`config.mk`:
```
export PLATFORM = sky130hd
export DESIGN_NAME = psum_accumulator
export DESIGN_NICKNAME = d
export VERILOG_FILES = /design/src/rtl/sa_pkg.sv /design/src/rtl/psum_acc_buffer.sv /design/src/rtl/psum_accumulator.sv
export SDC_FILE = /design/constraint.sdc
export NUM_CORES = 2
export LEC_CHECK = 0
export BUFFER_PORTS_ARGS = -buffer_cell sky130_fd_sc_hd__buf_2
export CAP_MARGIN = 10
export CORE_UTILIZATION = 50
export DETAILED_ROUTE_END_ITERATION = 12
export GPL_ROUTABILITY_DRIVEN = 0
export GPL_TIMING_DRIVEN = 0
export PLACE_DENSITY = 0.74
export SLEW_MARGIN = 20
export SYNTH_ARGS = -nofsm -noshare
export SYNTH_HDL_FRONTEND = slang
export SYNTH_HIERARCHICAL = 1
export SYNTH_SLANG_ARGS = --single-unit
```
`constraint.sdc`:
```
create_clock -name clk -period 18.4 [get_ports clk]
set_input_delay 2.76 -clock clk [delete_from_list [all_inputs] [get_ports clk]]
set_output_delay 2.76 -clock clk [all_outputs]
set_load 0.01 [all_outputs]
```
`src/rtl/sa_pkg.sv`:
```
// Types and defaults shared by the psum accumulator and the downstream writeback stage.
package sa_pkg;

  localparam int unsigned ACC_WIDTH_DEFAULT = 40;

  typedef enum logic [1:0] {
    IDLE  = 2'd0,
    ACCUM = 2'd1,
    DRAIN = 2'd2
  } acc_state_t;

endpackage

```
`src/rtl/psum_acc_buffer.sv`:
```
// Flop register file of accumulator rows: one overwrite/accumulate write port,
// one asynchronous read port. Contents are intentionally not reset.
module psum_acc_buffer #(
  parameter int unsigned ACC_WIDTH   = 40,
  parameter int unsigned ARRAY_WIDTH = 4,
  parameter int unsigned DEPTH       = 16,
  localparam int unsigned ADDR_WIDTH = $clog2(DEPTH)
) (
  input  logic                        clk,
  input  logic                        wr_en,
  input  logic                        wr_acc,
  input  logic [ADDR_WIDTH-1:0]       wr_addr,
  input  logic signed [ACC_WIDTH-1:0] wr_data [ARRAY_WIDTH],
  input  logic [ADDR_WIDTH-1:0]       rd_addr,
  output logic signed [ACC_WIDTH-1:0] rd_data [ARRAY_WIDTH]
);

  logic signed [ACC_WIDTH-1:0] mem [DEPTH][ARRAY_WIDTH];

  // First tile overwrites so stale rows from a previous job never leak in.
  always_ff @(posedge clk) begin
    if (wr_en) begin
      for (int l = 0; l < ARRAY_WIDTH; l++) begin
        mem[wr_addr][l] <= wr_acc ? (mem[wr_addr][l] + wr_data[l]) : wr_data[l];
      end
    end
  end

  always_comb begin
    for (int l = 0; l < ARRAY_WIDTH; l++) begin
      rd_data[l] = mem[rd_addr][l];
    end
  end

endmodule

```
`src/rtl/psum_accumulator.sv`:
```
// Accumulates systolic-array psum rows across K-tiles in a local buffer,
// then drains the summed rows over a valid/ready stream.
module psum_accumulator
  import sa_pkg::*;
#(
  parameter int unsigned PSUM_WIDTH  = 32,
  parameter int unsigned ACC_WIDTH   = ACC_WIDTH_DEFAULT,
  parameter int unsigned ARRAY_WIDTH = 4,
  parameter int unsigned DEPTH       = 16,
  parameter int unsigned TILE_WIDTH  = 8,
  localparam int unsigned ADDR_WIDTH = $clog2(DEPTH)
) (
  input  logic                         clk,
  input  logic                         rst_n,
  input  logic                         start,
  input  logic [TILE_WIDTH-1:0]        num_tiles,
  input  logic [ADDR_WIDTH:0]          rows,
  input  logic                         psum_valid,
  input  logic signed [PSUM_WIDTH-1:0] psum_in [ARRAY_WIDTH],
  output logic                         out_valid,
  input  logic                         out_ready,
  output logic signed [ACC_WIDTH-1:0]  out_data [ARRAY_WIDTH],
  output logic                         out_last,
  output logic                         busy,
  output logic                         done,
  output logic                         protocol_err
);

  localparam int unsigned CNT_WIDTH = ADDR_WIDTH + 1;

  acc_state_t state, next_state;

  logic [ADDR_WIDTH-1:0] row_ptr, row_ptr_nxt;
  logic [ADDR_WIDTH-1:0] rd_ptr, rd_ptr_nxt;
  logic [TILE_WIDTH-1:0] tile_cnt, tile_cnt_nxt;
  logic [CNT_WIDTH-1:0]  rows_q;
  logic [TILE_WIDTH-1:0] tiles_q;

  logic [CNT_WIDTH-1:0]  rows_in_c;
  logic [TILE_WIDTH-1:0] tiles_in_c;
  logic [CNT_WIDTH-1:0]  rows_last;
  logic [TILE_WIDTH-1:0] tiles_last;

  logic start_ok, acc_wr, row_last, tile_last, drain_fire, rd_last;
  logic out_valid_d, out_last_d, busy_d, done_d, protocol_err_d;

  logic signed [ACC_WIDTH-1:0] wr_data [ARRAY_WIDTH];
  logic signed [ACC_WIDTH-1:0] rd_data [ARRAY_WIDTH];

  // Command sanitising: zero tiles means one, out-of-range rows means a full buffer.
  assign tiles_in_c = (num_tiles == '0) ? TILE_WIDTH'(1) : num_tiles;
  assign rows_in_c  = ((rows == '0) || (rows > CNT_WIDTH'(DEPTH))) ? CNT_WIDTH'(DEPTH) : rows;

  assign rows_last  = rows_q - CNT_WIDTH'(1);
  assign tiles_last = tiles_q - TILE_WIDTH'(1);

  assign start_ok   = (state == IDLE) && start;
  assign acc_wr     = (state == ACCUM) && psum_valid;
  assign row_last   = ({1'b0, row_ptr} == rows_last);
  assign tile_last  = (tile_cnt == tiles_last);
  assign drain_fire = (state == DRAIN) && out_valid && out_ready;
  assign rd_last    = ({1'b0, rd_ptr} == rows_last);

  always_ff @(posedge clk or negedge rst_n) begin
    if (!rst_n) state <= IDLE;
    else        state <= next_state;
  end

  always_comb begin
    next_state = state;
    unique case (state)
      IDLE:    if (start) next_state = ACCUM;
      ACCUM:   if (acc_wr && row_last && tile_last) next_state = DRAIN;
      DRAIN:   if (drain_fire && rd_last) next_state = IDLE;
      default: next_state = IDLE;
    endcase
  end

  // Registered outputs are computed from the next state so they align with it.
  always_comb begin
    busy_d         = (next_state != IDLE);
    out_valid_d    = (next_state == DRAIN);
    out_last_d     = (next_state == DRAIN) && ({1'b0, rd_ptr_nxt} == rows_last);
    done_d         = drain_fire && rd_last;
    protocol_err_d = protocol_err;
    if (start_ok)                             protocol_err_d = 1'b0;
    else if (psum_valid && (state != ACCUM))  protocol_err_d = 1'b1;
  end

  always_ff @(posedge clk or negedge rst_n) begin
    if (!rst_n) begin
      out_valid    <= 1'b0;
      out_last     <= 1'b0;
      busy         <= 1'b0;
      done         <= 1'b0;
      protocol_err <= 1'b0;
    end else begin
      out_valid    <= out_valid_d;
      out_last     <= out_last_d;
      busy         <= busy_d;
      done         <= done_d;
      protocol_err <= protocol_err_d;
    end
  end

  // Pointer next-values: write row/tile walk in ACCUM, read walk in DRAIN.
  always_comb begin
    row_ptr_nxt  = row_ptr;
    tile_cnt_nxt = tile_cnt;
    rd_ptr_nxt   = rd_ptr;
    if (start_ok) begin
      row_ptr_nxt  = '0;
      tile_cnt_nxt = '0;
      rd_ptr_nxt   = '0;
    end else if (acc_wr) begin
      if (row_last) begin
        row_ptr_nxt  = '0;
        tile_cnt_nxt = tile_cnt + TILE_WIDTH'(1);
        if (tile_last) rd_ptr_nxt = '0;
      end else begin
        row_ptr_nxt = row_ptr + ADDR_WIDTH'(1);
      end
    end else if (drain_fire) begin
      rd_ptr_nxt = rd_last ? '0 : (rd_ptr + ADDR_WIDTH'(1));
    end
  end

  always_ff @(posedge clk or negedge rst_n) begin
    if (!rst_n) begin
      row_ptr  <= '0;
      tile_cnt <= '0;
      rd_ptr   <= '0;
      rows_q   <= CNT_WIDTH'(DEPTH);
      tiles_q  <= TILE_WIDTH'(1);
    end else begin
      row_ptr  <= row_ptr_nxt;
      tile_cnt <= tile_cnt_nxt;
      rd_ptr   <= rd_ptr_nxt;
      if (start_ok) begin
        rows_q  <= rows_in_c;
        tiles_q <= tiles_in_c;
      end
    end
  end

  always_comb begin
    for (int l = 0; l < ARRAY_WIDTH; l++) begin
      wr_data[l] = ACC_WIDTH'(psum_in[l]);
    end
  end

  psum_acc_buffer #(
    .ACC_WIDTH   (ACC_WIDTH),
    .ARRAY_WIDTH (ARRAY_WIDTH),
    .DEPTH       (DEPTH)
  ) u_buffer (
    .clk     (clk),
    .wr_en   (acc_wr),
    .wr_acc  (tile_cnt != '0),
    .wr_addr (row_ptr),
    .wr_data (wr_data),
    .rd_addr (rd_ptr),
    .rd_data (rd_data)
  );

  // Buffer is not reset, so the stream is forced to zero outside DRAIN.
  always_comb begin
    for (int l = 0; l < ARRAY_WIDTH; l++) begin
      out_data[l] = out_valid ? rd_data[l] : '0;
    end
  end

endmodule

```
==> results.env <==
WORSTSKEWPAIRLATENCY_NS=0.96
YOSYS_WARNINGS=6
POST_ROUTE_ANTENNA_NET_VIOLATION_COUNT=0
GRT_MAX_DEGREE=37
NUMBER_OF_ANTENNA_VIOLATIONS_AT_THE_FIRST_CHECK_IN_GLOBAL_ROUTING=42
FLOORPLAN.IO_PINS=311
MAX_FREQ_MHz=102.7
CLKTRANSATPATHREGS_NS=0.06
NUM_VIAS=80700
CTS_TREE='built'
DRT_DRC_VIOLATIONS_LEFT=0
PEAKVDDDROP_mV=0.1300
MAX-SLEW-MARGIN-REL_PCT=11.28
CRITICAL_PATH_CLASS='reg -> reg'
FINAL-HOLD-VIOLATION-COUNT=0
SYNTH.NET_COUNT=6767
MIN_PERIOD_NS=9.733
YOSYSSEQAREASHARE_PCT=60.70
SYNTH_FF_TYPE='edfxtp_1'
WORST_SLEW_PIN_SLEW_NS=1.331
FIN_NETS=7660
DRIVE_GT1_SHARE_PCT=39.26
POSTPLACECELLAREA_SQ_MM=0.1391
DRT-WIRELENGTH-PER-CELL_UM=39.40
HTREEDEPTH=5
YOSYSTOPAREACELL='edfxtp_1'
YS_TOP_CELLS_BY_COUNT='edfxtp_1 (2560), mux4_2 (1584), clkbuf_1 (301)'
ENDPOINT_KIND='flop'
POST_SYNTH_INST_COUNT=6454
WIDTH_OF_THE_CHIP_UM=508.2
FINCLKSKEW_NS=0.07237
MULTIINPUTGATEAREA_SQ_MM=0.04860
SLEW_VIOLATIONS=0
DETAIL_ROUTE.VIAS_PER_CELL=7.381
FINAL_PERIOD_UTIL_PCT=52.90
DETAIL_ROUTE.FIRST_PASS.ITERATIONS=8
AREA_DELTA_SYNTH_FINAL_PCT=15.62
DETAILEDROUTE.FIRSTITERATIONVIOLATIONS=13120
UNREPAIRED_SETUP_ENDPOINTS_AFTER_GLOBAL_ROUTING='no'
SWITCHING_SHARE_PCT=36.96
SETUP_VIOLATIONS=0
CTS_BUFFERS=288
SEQ_AREA_SQ_MM=0.07778
POWER.SHARE.COMBINATIONAL_PCT=43.6
CRIT_PATH_MAX_FANOUT=16
HEIGHT_OF_THE_CHIP_UM=508.2
TIMING.REG2REG.WORST_PATH_DEPTH=19
FIN_AREA_SQ_MM=0.1481
RUN_STATUS='finished, final reports clean'
DIE-AREA_SQ_MM=0.2583
CRITICAL_PATH_REQUIRED_NS=18.96
CELL_INTERNAL_PWR_mW=16.98
CRITICAL_PATH_DATA_ARRIVAL_TIME_NS=10.29
NUMBER_OF_FLOPS_MAPPED_TO_ENABLE_CELLS_BY_YOSYS=2560
POST_SYNTH_NUM_CELL_TYPES=85
SYNTH_ASYNC_SR_FLOP_SHARE_PCT=1.387
INITIAL_UTILIZATION_PCT=50.37
NUMBER_OF_BUFFERS_INSERTED_TO_REPAIR_SETUP_AFTER_CTS=0
SYNTH_AREA_LEADERS='edfxtp_1 (60%), mux4_2 (28%), ha_1 (1.6%), mux2_2 (0.93%), clkbuf_1 (0.88%)'
NET_SWITCHING_POWER_mW=9.958
POWER.DENSITY_CELL_AREA_mW_PER_MM2=181.9
GLOBAL_ROUTE.OVERFLOW_TOTAL=0
TIMING.CRITICAL_PATH.FROM_TYPE='flop'
CTS.SINKS=2596
HOLD_BUFFERS=0
FINAL.SETUP.TNS_NS=0
DPL.HPWL_UM=294100
SYNTH_TOP_AREA_SHARE_PCT=60.00
GRT_FIRST_PASS_WIRELENGTH_UM=599700
DRT_WL_TOTAL_UM=430700
AVGSYNTHCELLAREA_SQ_UM=19.85
GRT_PASS1_VIAS=80000
PORT-BUFFER-COUNT=310
GR-USAGE-ALL-LAYERS_PCT=33.41
WORST_HOLD_PATH_TYPE='reg -> reg'
YOSYSMOSTFREQUENTCELL='edfxtp_1'
SYN-CELL-AREA_SQ_MM=0.1281
FP-ROW-COUNT=185
YS_FF_LATCH=2596
SEQUENTIALPOWERSHARE_PCT=35.7
CLOCK_TREE.BUFFER_DEPTH=4
CLOCKPOWERSHARE_PCT=20.6
POSTCTSRESIZEDCELLS=0
HOLD-PATH-CELL-COUNT=2
POWER_LEAKAGE_nW=47.53
CORE_REGION_AREA_SQ_MM=0.2544
MAX_CAP_VIOL_COUNT=0
LAYOUT.FILLER_CELLS=17970
CTS_ROOT_BUFFER='clkbuf_16'
layout make-up:
type                    count  share of cell area [%]
flip-flops and latches   2596                   52.50
repair buffers            603                   4.374
diodes                     31                 0.05237
clock inverters           133                  0.8548
plain buffers             449                   1.340
multi-input cells        3349                   32.81
clock buffers             346                   5.069
well taps                3366                   2.843
inverters                  60                  0.1520
metal layers:
layer  GRT usage [%]  routed length (um)  vias to the layer above
met4           20.38               31830                       24
met3           11.33               64100                     1647
met5               0                 158                        -
li1                -                   -                    29860
met1           42.20              140900                    41800
met2           50.12              193800                     7360
power by group through the flow:
stage | Combinational (mW) | Sequential [mW] | Clock (mW)
2_1_floorplan | 7.40 | 9.76 | 0
3_3_place_gp | 10.5 | 10.1 | 0
3_5_place_dp | 11.3 | 9.72 | 0
4_1_cts | 11.4 | 9.62 | 5.58
5_1_grt | 12.3 | 9.68 | 5.79
6_report | 11.8 | 9.63 | 5.56
stage by stage:
stage	utilization [%]	cells	worst slack (ns)	total power [mW]	hold slack, ns
detailed placement	54.69	10420	8.875	21.01	0.5412
global placement	52.63	10130	-13.57	20.58	0.5042
floorplan	-	6454	3.164	17.16	0.4652
finish	58.23	10930	8.667	26.94	0.5470
CTS	58.14	10900	8.838	26.59	0.5536
global route	58.21	10910	8.692	27.78	0.5928
layout by cell type (no fill, tap or decap), drive strengths merged, types with 105 or more instances in the layout:
cell,synthesis,routed
mux4,1584,1584
o21ai,105,105
a21o,106,106
ha,163,163
a21oi,187,187
edfxtp,2560,2560
buf,147,738
nor2,127,127
nand2,148,148
clkbuf,302,660
and2,167,167
mux2,106,106
logic make-up (layout without fill, tap and decap cells):
family	count (synthesis)	in the layout	synth area share (%)
multiplexers	1715	1715	28.97
other	0	31	0
buffers and inverters	509	1591	1.574
adder cells (fa/ha/maj)	167	167	1.654
flip-flops	2596	2596	60.70
AO/OA/AOI/OAI	626	626	3.248
AND/OR/NAND/NOR	697	697	2.855
XOR/XNOR	144	144	0.9951
final timing paths:
| check | start | slack (ns) | end |
|---|---|---|---|
| max | row_ptr[1] | 8.67 | u_buffer/mem[4][110] |
| max reg2reg | row_ptr[1] | 8.67 | u_buffer/mem[4][110] |
| min in group asynchronous | rst_n | 1.90 | tiles_q[2] |
| min | rows_q[4] | 0.55 | rows_q[4] |
| min reg2reg | rows_q[4] | 0.55 | rows_q[4] |
| max in group asynchronous | rst_n | 15.96 | busy |
flip-flops by register name, indices dropped and copies added (netlist names):
signal / flops
busy: 1
done: 1
out_last: 1
out_valid: 1
protocol_err: 1
rd_ptr: 4
row_ptr: 4
rows_q: 5
state: 2
tile_cnt: 8
tiles_q: 8
u_buffer/mem: 2560
worst max-delay path, stage by stage, from the launching register on:
cell and delay (ns):
dfrtp_1 0.65, clkbuf_1 0.60, clkbuf_1 0.65, clkbuf_1 0.69
clkbuf_2 0.77, clkbuf_1 0.95, mux4_2 0.44, mux4_2 0.48
ha_1 0.26, inv_1 0.10, fa_1 0.22, nor2b_1 0.07
o31a_1 0.29, o311a_1 0.31, a211oi_1 0.72, o21ai_1 0.35
a21oi_1 0.54, o211ai_1 0.21, a21o_1 0.20, o2bb2ai_1 0.80
(Power assumes the default switching activity.)
